===== src/rtl/rom_burst_pkg.sv =====
// Shared types and constants for the ROM burst reader.
package rom_burst_pkg;

    // Output buffer depth; also bounds outstanding ROM reads.
    localparam int unsigned FIFO_DEPTH = 3;
    localparam int unsigned FIFO_CW    = $clog2(FIFO_DEPTH + 1);

    typedef enum logic [1:0] {
        IDLE  = 2'd0,
        RUN   = 2'd1,
        DRAIN = 2'd2
    } state_e;

endpackage : rom_burst_pkg


===== src/rtl/rom_burst_fifo.sv =====
// Small shift-register FIFO: head always sits in entry 0 so the read data
// comes straight from a register. Synchronous active-high reset.
module rom_burst_fifo
    import rom_burst_pkg::*;
#(
    parameter int unsigned W     = 9,
    parameter int unsigned DEPTH = FIFO_DEPTH,
    localparam int unsigned CW   = $clog2(DEPTH + 1)
) (
    input  logic          clock,
    input  logic          reset,
    input  logic          push_i,
    input  logic [W-1:0]  wr_data_i,
    input  logic          pop_i,
    output logic [W-1:0]  rd_data_o,
    output logic          valid_o,
    output logic [CW-1:0] count_o
);

    logic [W-1:0]  mem_q [DEPTH];
    logic [W-1:0]  mem_d [DEPTH];
    logic [CW-1:0] count_q;
    logic [CW-1:0] count_d;
    logic [CW-1:0] wr_idx;
    logic          valid_q;
    logic          do_pop;
    logic          do_push;

    // Next contents: shift down on pop, then write behind the surviving entries.
    always_comb begin
        do_pop  = pop_i && (count_q != '0);
        wr_idx  = count_q - CW'(do_pop);
        do_push = push_i && (wr_idx < CW'(DEPTH));
        count_d = count_q - CW'(do_pop) + CW'(do_push);
        mem_d   = mem_q;
        if (do_pop) begin
            for (int unsigned i = 0; i + 1 < DEPTH; i++) begin
                mem_d[i] = mem_q[i + 1];
            end
        end
        if (do_push) begin
            mem_d[wr_idx] = wr_data_i;
        end
    end

    // Storage, occupancy and registered non-empty flag.
    always_ff @(posedge clock) begin
        if (reset) begin
            count_q <= '0;
            valid_q <= 1'b0;
            for (int unsigned i = 0; i < DEPTH; i++) begin
                mem_q[i] <= '0;
            end
        end else begin
            count_q <= count_d;
            valid_q <= (count_d != '0);
            mem_q   <= mem_d;
        end
    end

    assign rd_data_o = mem_q[0];
    assign valid_o   = valid_q;
    assign count_o   = count_q;

endmodule : rom_burst_fifo


===== src/rtl/rom_burst_reader.sv =====
// Burst reader for a 1-cycle-latency synchronous ROM. Reads are issued from
// RUN, tracked through a two-stage in-flight pipe (address register, ROM
// access) and captured into a 3-entry output FIFO.
// Optional feature: define ROM_BURST_STRIDE_EN to add a per-request address
// stride (req_stride); otherwise the stride is fixed at 1.
module rom_burst_reader
    import rom_burst_pkg::*;
#(
    parameter int unsigned AW = 16,
    parameter int unsigned DW = 8,
    parameter int unsigned LW = 8
) (
    input  logic          clock,
    input  logic          reset,
    input  logic          req_valid,
    output logic          req_ready,
    input  logic [AW-1:0] req_addr,
    input  logic [LW-1:0] req_len,
`ifdef ROM_BURST_STRIDE_EN
    input  logic [AW-1:0] req_stride,
`endif
    output logic [AW-1:0] rom_addr,
    input  logic [DW-1:0] rom_q,
    output logic          out_valid,
    input  logic          out_ready,
    output logic [DW-1:0] out_data,
    output logic          out_last,
    output logic          busy,
    output logic          done
);

    // Occupancy width: FIFO count plus up to two reads in flight.
    localparam int unsigned OW = FIFO_CW + 1;

    state_e               state_q;
    logic [AW-1:0]        cur_addr_q;
    logic [LW-1:0]        remaining_q;
    logic [AW-1:0]        rom_addr_q;
    logic                 s1_v_q;
    logic                 s1_last_q;
    logic                 s2_v_q;
    logic                 s2_last_q;
    logic                 busy_q;
    logic                 req_ready_q;
    logic                 done_q;

    logic [FIFO_CW-1:0]   fifo_count;
    logic [DW:0]          fifo_head;
    logic                 fifo_valid;
    logic                 accept;
    logic                 pop;
    logic                 issue;
    logic                 issue_last;
    logic                 drain_done;
    logic [OW-1:0]        occupancy;
    logic [OW-1:0]        fill_after;
    logic [AW-1:0]        step;

`ifdef ROM_BURST_STRIDE_EN
    logic [AW-1:0]        stride_q;

    // Stride captured with the request.
    always_ff @(posedge clock) begin
        if (reset) begin
            stride_q <= '0;
        end else if (req_valid && req_ready_q) begin
            stride_q <= req_stride;
        end
    end

    assign step = stride_q;
`else
    assign step = AW'(1);
`endif

    // Issue gating counts this cycle's pop so a full-rate stream never bubbles.
    always_comb begin
        accept     = req_valid && req_ready_q;
        pop        = fifo_valid && out_ready;
        occupancy  = OW'(fifo_count) + OW'(s1_v_q) + OW'(s2_v_q) - OW'(pop);
        issue      = (state_q == RUN) && (occupancy < OW'(FIFO_DEPTH));
        issue_last = (remaining_q == LW'(1));
        fill_after = OW'(fifo_count) + OW'(s2_v_q) - OW'(pop);
        drain_done = (state_q == DRAIN) && !s1_v_q && (fill_after == '0);
    end

    // Control FSM, address generation and in-flight read tracking.
    always_ff @(posedge clock) begin
        if (reset) begin
            state_q     <= IDLE;
            cur_addr_q  <= '0;
            remaining_q <= '0;
            rom_addr_q  <= '0;
            s1_v_q      <= 1'b0;
            s1_last_q   <= 1'b0;
            s2_v_q      <= 1'b0;
            s2_last_q   <= 1'b0;
            busy_q      <= 1'b0;
            req_ready_q <= 1'b1;
            done_q      <= 1'b0;
        end else begin
            done_q    <= 1'b0;
            s2_v_q    <= s1_v_q;
            s2_last_q <= s1_last_q;
            s1_v_q    <= issue;
            s1_last_q <= issue && issue_last;

            if (issue) begin
                rom_addr_q  <= cur_addr_q;
                cur_addr_q  <= cur_addr_q + step;
                remaining_q <= remaining_q - LW'(1);
            end

            case (state_q)
                IDLE: begin
                    if (accept) begin
                        if (req_len == '0) begin
                            done_q <= 1'b1;
                        end else begin
                            state_q     <= RUN;
                            cur_addr_q  <= req_addr;
                            remaining_q <= req_len;
                            busy_q      <= 1'b1;
                            req_ready_q <= 1'b0;
                        end
                    end
                end
                RUN: begin
                    if (issue && issue_last) begin
                        state_q <= DRAIN;
                    end
                end
                DRAIN: begin
                    if (drain_done) begin
                        state_q     <= IDLE;
                        busy_q      <= 1'b0;
                        req_ready_q <= 1'b1;
                        done_q      <= 1'b1;
                    end
                end
                default: begin
                    state_q     <= IDLE;
                    busy_q      <= 1'b0;
                    req_ready_q <= 1'b1;
                end
            endcase
        end
    end

    // Output buffer; the last-word tag travels as the top bit.
    rom_burst_fifo #(
        .W     (DW + 1),
        .DEPTH (FIFO_DEPTH)
    ) u_fifo (
        .clock     (clock),
        .reset     (reset),
        .push_i    (s2_v_q),
        .wr_data_i ({s2_last_q, rom_q}),
        .pop_i     (pop),
        .rd_data_o (fifo_head),
        .valid_o   (fifo_valid),
        .count_o   (fifo_count)
    );

    assign req_ready = req_ready_q;
    assign rom_addr  = rom_addr_q;
    assign out_valid = fifo_valid;
    assign out_data  = fifo_head[DW-1:0];
    assign out_last  = fifo_head[DW];
    assign busy      = busy_q;
    assign done      = done_q;

endmodule : rom_burst_reader


===== config.mk =====
export PLATFORM = sky130hd
export DESIGN_NAME = rom_burst_reader
export DESIGN_NICKNAME = d
export VERILOG_FILES = /design/src/rtl/rom_burst_pkg.sv /design/src/rtl/rom_burst_fifo.sv /design/src/rtl/rom_burst_reader.sv
export SDC_FILE = /design/constraint.sdc
export NUM_CORES = 1
export LEC_CHECK = 0
export BUFFER_PORTS_ARGS = -buffer_cell sky130_fd_sc_hd__buf_2
export CAP_MARGIN = 30
export CORE_MARGIN = 5
export CORE_UTILIZATION = 50
export CTS_CLUSTER_SIZE = 20
export DETAILED_ROUTE_END_ITERATION = 16
export PLACE_DENSITY = 0.72
export SYNTH_ARGS = -nofsm -noshare
export SYNTH_HDL_FRONTEND = slang
export SYNTH_SLANG_ARGS = --single-unit

===== constraint.sdc =====
create_clock -name clock -period 3 [get_ports clock]
set_input_delay 0.15 -clock clock [delete_from_list [all_inputs] [get_ports clock]]
set_output_delay 0.15 -clock clock [all_outputs]
set_load 0.05 [all_outputs]

==> out/results.md, run 1 <==
| Group | Item | This run |
| --- | --- | --- |
| cells and area | Register area | 1590 sq um |
| grt | Global routing's busiest layer | met2 |
| synthesis | Synth Area per Inst | 8.76 sq um |
| synthesis | Most used flip-flop cell after synthesis | sky130_fd_sc_hd__dfxtp_1 |
| flow run | MaxCap Viol Count | 0 |
| synthesis | Fraction of registers with async set or reset after synthesis | 0% |
| sta | Measured slew at the worst slew-check pin | 799 ps |
| grt | Number of antenna violations at the first check in global routing | 0 |
| cts | Skew-Pair Late Insertion Delay | 350 ps |
| cells and area | FILL cells | 657 |
| cells and area | Non-filler cells, final | 601 |
| synthesis | Synthesized netlist cell count | 431 |
| grt | Global routing usage summed across all routing layers | 18.5% |
| cells and area | Fraction of final layout cells with drive strength greater than 1 | 24.9% |
| sta | Maximum clock frequency | 340 MHz |
| critical path | Largest fanout on the critical path | 7 |
| synthesis | Count of state elements after synthesis | 79 |
| cells and area | Layout Area Growth over Synthesis | 19.8% |
| die | Number of top-level design ports | 65 |
| cts | Clock-pin transition on the worst setup and hold timing paths | 90 ps |
| die | Die Y-Extent | 96.9 um |
| placement | Inst Count DP | 581 |
| cells and area | Post-layout nets | 544 |
| cells and area | Final standard cell utilization of the core | 62.0% |
| critical path | Startpoint types | flop |
| die | Die width | 96.9 um |
| synthesis | Cell type with the largest total area after synthesis | sky130_fd_sc_hd__dfxtp_1 |
| cts | CTS tree | yes |
| cells and area | Area taken by multi-input logic gates | 2020 sq um |
| die | Placeable Area | 7290 sq um |
| placement | Setup slack after placement | -50.8 ps |
| die | Die outline area | 9380 sq um |
| route | Number of antenna-violating nets in the routed design | 0 |
| sta | Hold Vio Cnt, Final | 0 |
| grt | Met3 global-route usage | 3.53% |
| synthesis | Top cells by area in the synthesized netlist | sky130_fd_sc_hd__dfxtp_1 (42%), sky130_fd_sc_hd__mux2i_1 (7.2%), sky130_fd_sc_hd__nor2_1 (5.5%), sky130_fd_sc_hd__a211oi_1 (4.6%), sky130_fd_sc_hd__nand2_1 (4.5%) |
| synthesis | Netlist Area Pre-Place | 3770 sq um |
| synthesis | Post-synth cell types | 49 |
| placement | Detail Placement HPWL | 5930 um |
| die | Starting density of the core | 51.8% |
| critical path | Crit Path Category | reg -> reg |
| sta | Headroom to the max-slew limit | 46.7% |
| sta | Final WS setup | 58.4 ps |
| cts | Maximum number of buffers from clock root to sink | 2 |
| synthesis | YS warnings | 0 |
| route | Detailed-route DRC error count | 0 |
| min path | Type of the most critical hold path | in -> reg |
| sta | Final critical-path required period | 2940 ps |
| route | Total number of vias | 3367 |
| cells and area | ANT cells | 0 |
| route | DRC marker count from the first detailed-route iteration | 145 |
| sta | Largest clock skew in the final design | 11.4 ps |
| synthesis | Proportion of netlist area held by the largest area contributor | 41.9% |
| sta | Ratio of final minimum period to clock period | 98.1% |
| synthesis | Seq/Total Area, Yosys | 41.9% |
| grt | Maximum number of pins on one net before global-route repair | 46 |
| power and ir drop | Power density over cell area | 549 nW/um^2 |
| placement | Global placer's final weighted congestion | 0.810 |
| grt | Global-route wire length before repair | 14800 um |
| route | Pre-antenna DRT Iters | 4 |
| route | Total wire length after detailed routing | 8610 um |
| placement | Total of buffers placed on input and output ports | 64 |
| grt | Number of global-route vias before repair | 3197 |
| synthesis | Syn nets | 478 |
| grt | GR Util met1 | 24.2% |
| route | Vias per inst | 5.60 |
| synthesis | Dominant cell by count in the synthesized netlist | sky130_fd_sc_hd__dfxtp_1 |
| sta | Setup violation total in the final timing report | 0 |
| power and ir drop | Leakage power summed over all cells | 1.88 nW |
| critical path | Critical path endpoint category | flop |
| sta | Final-report max-slew violation count | 0 |
| critical path | Arrival time at the worst endpoint | 3200 ps |
| cts | H-Tree Depth | 3 |
| critical path | Endpoint required time on the critical path | 3260 ps |
| critical path | FF-to-FF setup slack | 60 ps |
| power and ir drop | Peak supply drop | 0.273 mV |
| grt | Total congestion overflow after global routing | 0 |
| route | DR WL/cell | 14.3 um |
| synthesis | EDFF count, synth | 0 |
| synthesis | Commonest cells post-synth | sky130_fd_sc_hd__dfxtp_1 (79), sky130_fd_sc_hd__nor2_1 (55), sky130_fd_sc_hd__nand2_1 (45), sky130_fd_sc_hd__mux2i_1 (27), sky130_fd_sc_hd__a211oi_1 (23) |
| cts | Sinks on the clock net | 79 |
| grt | Met2 demand-to-capacity share in global routing | 29.7% |
| status | Result of the run | finished clean |
| cts | Clock root buffer | sky130_fd_sc_hd__clkbuf_8 |
| die | FP Rows | 31 |
| cts | Number of buffers added by the clock tree synthesis step | 9 |
## what timing repair did
action                                 CTS  global route
hold buffers                             1             0
buffers inserted                         3             0
resized for setup                        6             5
setup endpoints to repair                4             7
endpoints found under the hold margin    1             0
pin swaps                               10             2
## final timing paths
| path | start | endpoint | cells past startpoint |
|---|---|---|---|
| max | u_fifo.valid_o$_SDFF_PP0_ | cur_addr_q[15]$_SDFF_PP0_ | 9 |
| min | req_len[3] | remaining_q[3]$_SDFF_PP0_ | 3 |
| max reg2reg | u_fifo.valid_o$_SDFF_PP0_ | cur_addr_q[15]$_SDFF_PP0_ | 9 |
| min reg2reg | s1_last_q$_SDFF_PP0_ | s2_last_q$_SDFF_PP0_ | 1 |
## cell type report
cell class / count / area share, %
clock inverter: 7 / 1.74
timing repair buffer: 89 / 11.7
inverter: 17 / 1.41
clock buffer: 9 / 2.74
tap: 99 / 2.74
sequential: 79 / 35.1
multi-input combinational: 301 / 44.6
## report_power, final
group | internal [mW] | total, mW | switching [mW] | leakage (nW)
clock | 0.393 | 0.809 | 0.416 | 0.104
sequential | 1.12 | 1.20 | 0.0722 | 0.644
combinational | 0.183 | 0.480 | 0.297 | 1.14
## cell families (layout without fill, tap and decap cells)
kind of cell | count (synthesis) | in the layout | share of synthesized area (%)
flops | 79 | 79 | 41.9
buf+inv | 51 | 122 | 6.40
simple gates | 169 | 169 | 22.1
fa+ha+maj | 11 | 11 | 4.24
xor+xnor | 9 | 9 | 2.29
compound gates | 85 | 85 | 15.8
mux | 27 | 27 | 7.16
## through the flow
| step | cell area (sq um) | total power [mW] | hold WS [ps] | TNS, ps |
|---|---|---|---|---|
| after detailed placement | 4250 | 1.68 | 362 | -138 |
| after floorplan | 3800 | 1.54 | 229 | 0 |
| after global routing | 4520 | 2.62 | 2.27 | -5.43 |
| after global placement | 4250 | 1.67 | 361 | 0 |
| final | 4520 | 2.48 | 9.44 | 0 |
| after CTS | 4500 | 2.50 | 0.529 | -1.49 |
## worst max-delay path: stages (launching register included)
cell,delay [ps]
sky130_fd_sc_hd__dfxtp_4,340
sky130_fd_sc_hd__and2_4,140
sky130_fd_sc_hd__ha_4,210
sky130_fd_sc_hd__fa_2,330
sky130_fd_sc_hd__inv_2,60
sky130_fd_sc_hd__fa_1,420
sky130_fd_sc_hd__nor2b_4,150
sky130_fd_sc_hd__or4_4,480
sky130_fd_sc_hd__or4_4,440
sky130_fd_sc_hd__a311oi_2,290
## cell usage in the layout (no fill, tap or decap), types with 3 or more instances in the layout
master	netlist	layout
sky130_fd_sc_hd__a211oi_1	23	23
sky130_fd_sc_hd__a21oi_1	20	20
sky130_fd_sc_hd__a311oi_1	13	11
sky130_fd_sc_hd__and4_1	3	3
sky130_fd_sc_hd__buf_2	4	64
sky130_fd_sc_hd__buf_4	8	21
sky130_fd_sc_hd__clkbuf_8	0	9
sky130_fd_sc_hd__clkinv_4	0	3
sky130_fd_sc_hd__dfxtp_1	79	78
sky130_fd_sc_hd__ha_1	8	7
sky130_fd_sc_hd__inv_1	17	16
sky130_fd_sc_hd__mux2i_1	27	27
sky130_fd_sc_hd__nand2_1	45	45
sky130_fd_sc_hd__nand3_1	12	12
sky130_fd_sc_hd__nand4_1	9	9
sky130_fd_sc_hd__nand4b_1	3	3
sky130_fd_sc_hd__nor2_1	55	55
sky130_fd_sc_hd__nor2b_1	6	5
sky130_fd_sc_hd__nor3_1	5	3
sky130_fd_sc_hd__o2111ai_1	4	4
sky130_fd_sc_hd__o21ai_0	8	7
sky130_fd_sc_hd__o31ai_1	7	5
sky130_fd_sc_hd__or3_1	9	9
sky130_fd_sc_hd__or4_1	9	8
sky130_fd_sc_hd__xnor2_1	7	7
## routing by layer
metal / vias up / wire [um]
met5: - / 0
met4: 0 / 209
met3: 19 / 363
met2: 73 / 4040
met1: 1598 / 4000
li1: 1677 / -
Note: power is estimated with default switching activity, not from simulation.
==> run 2: changes to the inputs <==
--- a/config.mk
+++ b/config.mk
@@ -11,7 +11,8 @@
 export CORE_UTILIZATION = 50
 export CTS_CLUSTER_SIZE = 20
 export DETAILED_ROUTE_END_ITERATION = 16
-export PLACE_DENSITY = 0.72
+export PLACE_DENSITY = 0.78
+export SLEW_MARGIN = 20
 export SYNTH_ARGS = -nofsm -noshare
 export SYNTH_HDL_FRONTEND = slang
 export SYNTH_SLANG_ARGS = --single-unit
==> out/results.md, run 2 (synthesis results as in run 1) <==
| Group | Item | This run | Change |
| --- | --- | --- | --- |
| grt | Number of global-route vias before repair | 3184 | was 3197 |
| grt | Global routing usage summed across all routing layers | 19.0% | was 18.5% |
| die | Die outline area | 9380 sq um | unchanged |
| cts | Post-CTS Hold Buffers | 0 | was 1 |
| cells and area | Layout Area Growth over Synthesis | 19.6% | was 19.8% |
| power and ir drop | Clk network pwr share | 35.6% | was 32.6% |
| cells and area | Commonest non-fill, non-tap cells in the layout | sky130_fd_sc_hd__dfxtp_1 (78), sky130_fd_sc_hd__buf_2 (64), sky130_fd_sc_hd__nor2_1 (55) | unchanged |
| die | Starting density of the core | 51.8% | unchanged |
| cts | Maximum number of buffers from clock root to sink | 2 | unchanged |
| power and ir drop | Peak supply drop | 0.291 mV | was 0.273 mV |
| placement | Global placer's final weighted congestion | 0.831 | was 0.810 |
| placement | Total of buffers placed on input and output ports | 64 | unchanged |
| flow run | MaxCap Viol Count | 0 | unchanged |
| grt | Total congestion overflow after global routing | 0 | unchanged |
| critical path | Largest fanout on the critical path | 6 | was 7 |
| critical path | CP Cell Sequence | and2_4, ha_4, fa_2, inv_2, fa_2, nor2b_4, or4_4, or4_4, a311oi_2 | was and2_4, ha_4, fa_2, inv_2, fa_1, nor2b_4, or4_4, or4_4, a311oi_2 |
| grt | Global-route wire length before repair | 15100 um | was 14800 um |
| cts | Skew-Pair Late Insertion Delay | 350 ps | about the same |
| die | Placeable Area | 7290 sq um | unchanged |
| critical path | Crit Path Category | reg -> reg | unchanged |
| die | Die width | 96.9 um | unchanged |
| die | FP Rows | 31 | unchanged |
| critical path | Worst stage delay on the critical path | 500 ps | was 480 ps |
| sta | Maximum clock frequency | 332 MHz | was 340 MHz |
| power and ir drop | Power density over cell area | 575 nW/um^2 | was 549 nW/um^2 |
| route | Total number of vias | 3360 | was 3367 |
| grt | Maximum number of pins on one net before global-route repair | 46 | unchanged |
| route | DRC marker count from the first detailed-route iteration | 159 | was 145 |
| cells and area | Fraction of final layout cells with drive strength greater than 1 | 24.5% | was 24.9% |
| placement | Setup slack after placement | -123 ps | was -50.8 ps |
| cts | Clock-pin transition on the worst setup and hold timing paths | 80 ps | was 90 ps |
| cts | Clock root buffer | sky130_fd_sc_hd__clkbuf_8 | unchanged |
| cts | Number of buffers added by the clock tree synthesis step | 9 | unchanged |
| min path | Type of the most critical hold path | in -> reg | unchanged |
| power and ir drop | Total internal power | 1.84 mW | was 1.70 mW |
| sta | Setup violation total in the final timing report | 1 | was 0 |
| cells and area | ANT cells | 0 | unchanged |
| sta | Measured slew at the worst slew-check pin | 821 ps | was 799 ps |
| power and ir drop | Leakage power summed over all cells | 1.88 nW | about the same |
| sta | Final-report max-slew violation count | 0 | unchanged |
| cts | CTS tree | yes | unchanged |
| sta | Final critical-path required period | 3010 ps | was 2940 ps |
| route | Number of antenna-violating nets in the routed design | 0 | unchanged |
| power and ir drop | Sw Pwr | 0.757 mW | was 0.785 mW |
| sta | Largest clock skew in the final design | 13.5 ps | was 11.4 ps |
| die | Die Y-Extent | 96.9 um | unchanged |
| sta | Ratio of final minimum period to clock period | 100% | was 98.1% |
| sta | Hold Vio Cnt, Final | 0 | unchanged |
| cells and area | Area taken by multi-input logic gates | 2020 sq um | about the same |
| route | DR WL/cell | 14.7 um | was 14.3 um |
| sta | Final WS setup | -12.8 ps | was 58.4 ps |
| cells and area | FILL cells | 668 | was 657 |
| critical path | Kind of cell adding the most delay to the critical path | simple AND/OR/NAND/NOR gates | unchanged |
| cells and area | Most frequent standard cell in the layout excluding fill and tap cells | sky130_fd_sc_hd__dfxtp_1 | unchanged |
| status | Result of the run | complete, but fails checks | was finished clean |
| route | Vias per inst | 5.64 | was 5.60 |
| critical path | CP Buf/Inv Count | 1 | unchanged |
| route | Detailed-route DRC error count | 0 | unchanged |
| power and ir drop | Total power after layout | 2.60 mW | was 2.48 mW |
| sta | Headroom to the max-slew limit | 45.3% | was 46.7% |
| critical path | Endpoint required time on the critical path | 3250 ps | was 3260 ps |
| critical path | Startpoint types | flop | unchanged |
| critical path | Critical path endpoint category | flop | unchanged |
| cts | H-Tree Depth | 3 | unchanged |
| cells and area | Post-layout nets | 539 | was 544 |
| critical path | Arrival time at the worst endpoint | 3260 ps | was 3200 ps |
| route | Pre-antenna DRT Iters | 4 | unchanged |
| placement | Detail Placement HPWL | 6090 um | was 5930 um |
| cells and area | Register area | 1590 sq um | unchanged |
| cts | Sinks on the clock net | 79 | unchanged |
| status | Violations in the final reports | negative setup slack |  |
| route | Total wire length after detailed routing | 8750 um | was 8610 um |
| power and ir drop | Part of the total power dissipated in combinational logic | 18.4% | was 19.3% |
| power and ir drop | Sequential cell fraction of total power | 46.1% | was 48.1% |
| grt | Number of antenna violations at the first check in global routing | 0 | unchanged |
| sta | Unrepaired setup endpoints after global routing | true |  |
| die | Number of top-level design ports | 65 | unchanged |
| critical path | Worst-path cell with the longest stage delay | sky130_fd_sc_hd__or4_4 | unchanged |
| power and ir drop | Switch share | 29.1% | was 31.6% |
[run 2: path summary, 6_finish.rpt]
kind	slack [ps]	cells after the start	from	end
hold reg to reg	450	1	s1_last_q$_SDFF_PP0_	s2_last_q$_SDFF_PP0_
hold / removal	20	3	req_len[4]	remaining_q[4]$_SDFF_PP0_
setup reg to reg	-10	9	u_fifo.valid_o$_SDFF_PP0_	cur_addr_q[11]$_SDFF_PP0_
setup / recovery	-10	9	u_fifo.valid_o$_SDFF_PP0_	cur_addr_q[11]$_SDFF_PP0_
[run 2: through the flow]
stage | cell area [sq um] | hold WS [ps] | setup TNS, ps | std cells | util, %
6_report | 4510 | 16.1 | -12.8 | 596 | 61.9
3_3_place_gp | 4220 | 358 | 0 | 577 | 57.8
2_1_floorplan | 3800 | 229 | 0 | 431 | -
3_5_place_dp | 4220 | 371 | -372 | 577 | 57.8
4_1_cts | 4490 | 5.41 | -48.6 | 594 | 61.5
5_1_grt | 4510 | 15.8 | -427 | 596 | 61.9
[run 2: area by class of cell]
class / count / share of cell area, %
Multi-Input combinational cell: 302 / 44.8
Sequential cell: 79 / 35.1
Timing Repair Buffer: 83 / 10.5
Clock buffer: 12 / 3.66
Tap cell: 99 / 2.74
Clock inverter: 4 / 1.69
Inverter: 17 / 1.41
[run 2: worst register-to-register path: stages, from the launching register on]
cell                       delay, ps
sky130_fd_sc_hd__dfxtp_4         340
sky130_fd_sc_hd__and2_4          140
sky130_fd_sc_hd__ha_4            210
sky130_fd_sc_hd__fa_2            330
sky130_fd_sc_hd__inv_2            70
sky130_fd_sc_hd__fa_2            450
sky130_fd_sc_hd__nor2b_4         150
sky130_fd_sc_hd__or4_4           480
sky130_fd_sc_hd__or4_4           500
sky130_fd_sc_hd__a311oi_2        250
[run 2: timing repair]
action / 4_1_cts / 5_1_grt
setup buffers: 0 / 2
endpoints found under the setup margin: 6 / 7
gates cloned: 1 / 0
pin swaps: 0 / 1
gates resized for setup: 6 / 3
[run 2: power groups by stage]
stage | clock network, mW | logic [mW] | registers (mW)
global route | 0.988 | 0.527 | 1.21
global placement | 0 | 0.453 | 1.21
finish | 0.924 | 0.477 | 1.20
detailed placement | 0 | 0.463 | 1.22
CTS | 0.945 | 0.473 | 1.19
floorplan | 0 | 0.287 | 1.26
[run 2: routing by layer]
layer,part of all wire [%],up-vias,track usage [%]
li1,-,1671,-
met1,45,1569,24.6
met2,47,98,29.3
met3,5.3,22,4.82
met4,2.3,0,9.72
met5,0,-,0
==> run 3: changes to the inputs <==
--- a/config.mk
+++ b/config.mk
@@ -12,6 +12,7 @@
 export CTS_CLUSTER_SIZE = 20
 export DETAILED_ROUTE_END_ITERATION = 16
 export PLACE_DENSITY = 0.78
+export SETUP_SLACK_MARGIN = 0.02
 export SLEW_MARGIN = 20
 export SYNTH_ARGS = -nofsm -noshare
 export SYNTH_HDL_FRONTEND = slang
==> out/results.md, run 3 (synthesis results as in run 1) <==
| Group | Item | This run | Change |
| --- | --- | --- | --- |
| status | Result of the run | finished clean | was complete, but fails checks |
| sta | Measured slew at the worst slew-check pin | 694 ps | was 821 ps |
| sta | Hold Vio Cnt, Final | 0 | unchanged |
| sta | Final-report max-slew violation count | 0 | unchanged |
| critical path | Worst stage delay on the critical path | 470 ps | was 500 ps |
| critical path | Worst R2R Start | u_fifo.valid_o$_SDFF_PP0_ | unchanged |
| min path | Startpoint of the worst hold path | req_len[3] | was req_len[4] |
| route | Vias per inst | 5.56 | was 5.64 |
| cells and area | Final standard cell utilization of the core | 60.7% | was 61.9% |
| die | Starting density of the core | 51.8% | unchanged |
| grt | Global-route wire length before repair | 14200 um | was 15100 um |
| cts | Clock-pin transition on the worst setup and hold timing paths | 80 ps | about the same |
| power and ir drop | Total power after layout | 2.40 mW | was 2.60 mW |
| die | Die width | 96.9 um | unchanged |
| power and ir drop | Leakage power summed over all cells | 1.84 nW | was 1.88 nW |
| sta | Ratio of final minimum period to clock period | 96.7% | was 100% |
| die | FP Rows | 31 | unchanged |
| placement | Detail Placement HPWL | 5900 um | was 6090 um |
| cells and area | Layout Area Growth over Synthesis | 17.4% | was 19.6% |
| placement | Total of buffers placed on input and output ports | 64 | unchanged |
| critical path | Startpoint types | flop | unchanged |
| min path | Type of the most critical hold path | in -> reg | unchanged |
| cts | Clock root buffer | sky130_fd_sc_hd__clkbuf_8 | unchanged |
| power and ir drop | Power density over cell area | 542 nW/um^2 | was 575 nW/um^2 |
| cells and area | Commonest non-fill, non-tap cells in the layout | sky130_fd_sc_hd__dfxtp_1 (77), sky130_fd_sc_hd__buf_2 (65), sky130_fd_sc_hd__nor2_1 (55) | was sky130_fd_sc_hd__dfxtp_1 (78), sky130_fd_sc_hd__buf_2 (64), sky130_fd_sc_hd__nor2_1 (55) |
| min path | Worst hold endpoint | remaining_q[3]$_SDFF_PP0_ | was remaining_q[4]$_SDFF_PP0_ |
| die | Placeable Area | 7290 sq um | unchanged |
| route | Pre-antenna DRT Iters | 5 | was 4 |
| cts | Number of buffers added by the clock tree synthesis step | 9 | unchanged |
| placement | Inst Count DP | 575 | was 577 |
| critical path | Reg-to-reg critical path endpoint | cur_addr_q[13]$_SDFF_PP0_ | was cur_addr_q[11]$_SDFF_PP0_ |
| die | Number of top-level design ports | 65 | unchanged |
| cts | Sinks on the clock net | 79 | unchanged |
| min path | Worst hold path depth | 3 | unchanged |
| sta | Maximum clock frequency | 345 MHz | was 332 MHz |
| critical path | Arrival time at the worst endpoint | 3160 ps | was 3260 ps |
| grt | Global routing usage summed across all routing layers | 17.7% | was 19.0% |
| grt | Number of antenna violations at the first check in global routing | 0 | unchanged |
| cells and area | Fraction of final layout cells with drive strength greater than 1 | 23.4% | was 24.5% |
| cells and area | Most frequent standard cell in the layout excluding fill and tap cells | sky130_fd_sc_hd__dfxtp_1 | unchanged |
| route | Total wire length after detailed routing | 8500 um | was 8750 um |
| cts | H-Tree Depth | 3 | unchanged |
| critical path | CP Cell Sequence | and2_4, ha_4, fa_2, inv_2, fa_1, nor2b_4, or4_4, or4_1, a311oi_1 | was and2_4, ha_4, fa_2, inv_2, fa_2, nor2b_4, or4_4, or4_4, a311oi_2 |
| critical path | Worst-path cell with the longest stage delay | sky130_fd_sc_hd__or4_4 | unchanged |
| critical path | Crit Path Category | reg -> reg | unchanged |
| critical path | Critical path endpoint category | flop | unchanged |
| route | DR WL/cell | 14.3 um | was 14.7 um |
| critical path | Endpoint required time on the critical path | 3260 ps | was 3250 ps |
| cts | Post-CTS Hold Buffers | 0 | unchanged |
| sta | Setup violation total in the final timing report | 0 | was 1 |
| route | Detailed-route DRC error count | 0 | unchanged |
| grt | Number of global-route vias before repair | 3185 | was 3184 |
| sta | Sum of negative setup slack | 0 ps | was -12.8 ps |
| route | Total number of vias | 3311 | was 3360 |
| critical path | FF-to-FF setup slack | 100 ps | was -10 ps |
| grt | Total congestion overflow after global routing | 0 | unchanged |
| die | Die outline area | 9380 sq um | unchanged |
| cts | Maximum number of buffers from clock root to sink | 2 | unchanged |
| sta | Largest clock skew in the final design | 8.70 ps | was 13.5 ps |
| route | Number of antenna-violating nets in the routed design | 0 | unchanged |
| sta | Unrepaired setup endpoints after global routing | true | unchanged |
| placement | Global placer's final weighted congestion | 0.841 | was 0.831 |
| cts | Skew-Pair Late Insertion Delay | 350 ps | about the same |
| critical path | Depth of the worst register-to-register path | 9 | unchanged |
| critical path | Largest fanout on the critical path | 8 | was 6 |
| power and ir drop | Peak supply drop | 0.346 mV | was 0.291 mV |
| sta | Final critical-path required period | 2900 ps | was 3010 ps |
| cts | CTS tree | yes | unchanged |
| cells and area | Post-layout nets | 538 | was 539 |
| flow run | MaxCap Viol Count | 0 | unchanged |
| sta | Headroom to the max-slew limit | 53.6% | was 45.3% |
| die | Die Y-Extent | 96.9 um | unchanged |
| cells and area | Non-filler cells, final | 595 | was 596 |
| grt | Maximum number of pins on one net before global-route repair | 46 | unchanged |
| cells and area | ANT cells | 0 | unchanged |
| route | DRC marker count from the first detailed-route iteration | 123 | was 159 |
-- run 3: power breakdown --
part,internal [mW],switching [mW],total [mW]
Sequential,1.12,0.0711,1.19
Combinational,0.174,0.292,0.466
Clock,0.348,0.391,0.739
Total,1.64,0.754,2.40
-- run 3: area by class of cell --
class                   instances  area (sq um)
clock buffers                  12           155
clock inverters                 4          28.8
fillers                       676          2860
inverters                      17          63.8
multi-input cells             301          1990
flip-flops and latches         79          1590
well taps                      99           124
repair buffers                 83           477
-- run 3: per-stage QoR --
step,cell area [sq um],worst slack [ps],hold WS [ps]
after floorplan,3800,38.7,229
after detailed placement,4200,-26.3,367
final,4430,99.2,13.5
after global placement,4200,39.9,357
after global routing,4430,11.9,22.9
after CTS,4410,-19.4,5.39
-- run 3: what timing repair did --
| item | 4_1_cts | 5_1_grt |
|---|---|---|
| endpoints found under the setup margin | 3 | 6 |
| setup buffers | 4 | 0 |
| gates cloned | 0 | 0 |
| resized for setup | 1 | 4 |
| pin swaps | 8 | 5 |
-- run 3: per-layer routing --
metal  vias up  track usage (%)  wire length, um
met5         -                0                0
met4         0             8.10              148
met3        12             3.74              416
met2        88             28.8             4020
met1      1544             22.4             3920
li1       1667                -                -
-- run 3: worst max path at each step --
stage | from | end | slack (ps) | cells past startpoint
3_3_place_gp | u_fifo.valid_o$_SDFF_PP0_ | cur_addr_q[15]$_SDFF_PP0_ | 40 | 9
2_1_floorplan | u_fifo.valid_o$_SDFF_PP0_ | cur_addr_q[14]$_SDFF_PP0_ | 40 | 11
3_5_place_dp | u_fifo.valid_o$_SDFF_PP0_ | cur_addr_q[15]$_SDFF_PP0_ | -30 | 9
6_report | u_fifo.valid_o$_SDFF_PP0_ | cur_addr_q[13]$_SDFF_PP0_ | 100 | 9
5_1_grt | u_fifo.valid_o$_SDFF_PP0_ | cur_addr_q[7]$_SDFF_PP0_ | 10 | 10
4_1_cts | u_fifo.valid_o$_SDFF_PP0_ | cur_addr_q[7]$_SDFF_PP0_ | -20 | 10
-- run 3: critical path: cells and delay by family, from the launching register on --
family,cells,cell delay [ps]
compound gates,1,250
fa+ha+maj,3,970
simple gates,4,1180
flops,1,340
buf+inv,1,60
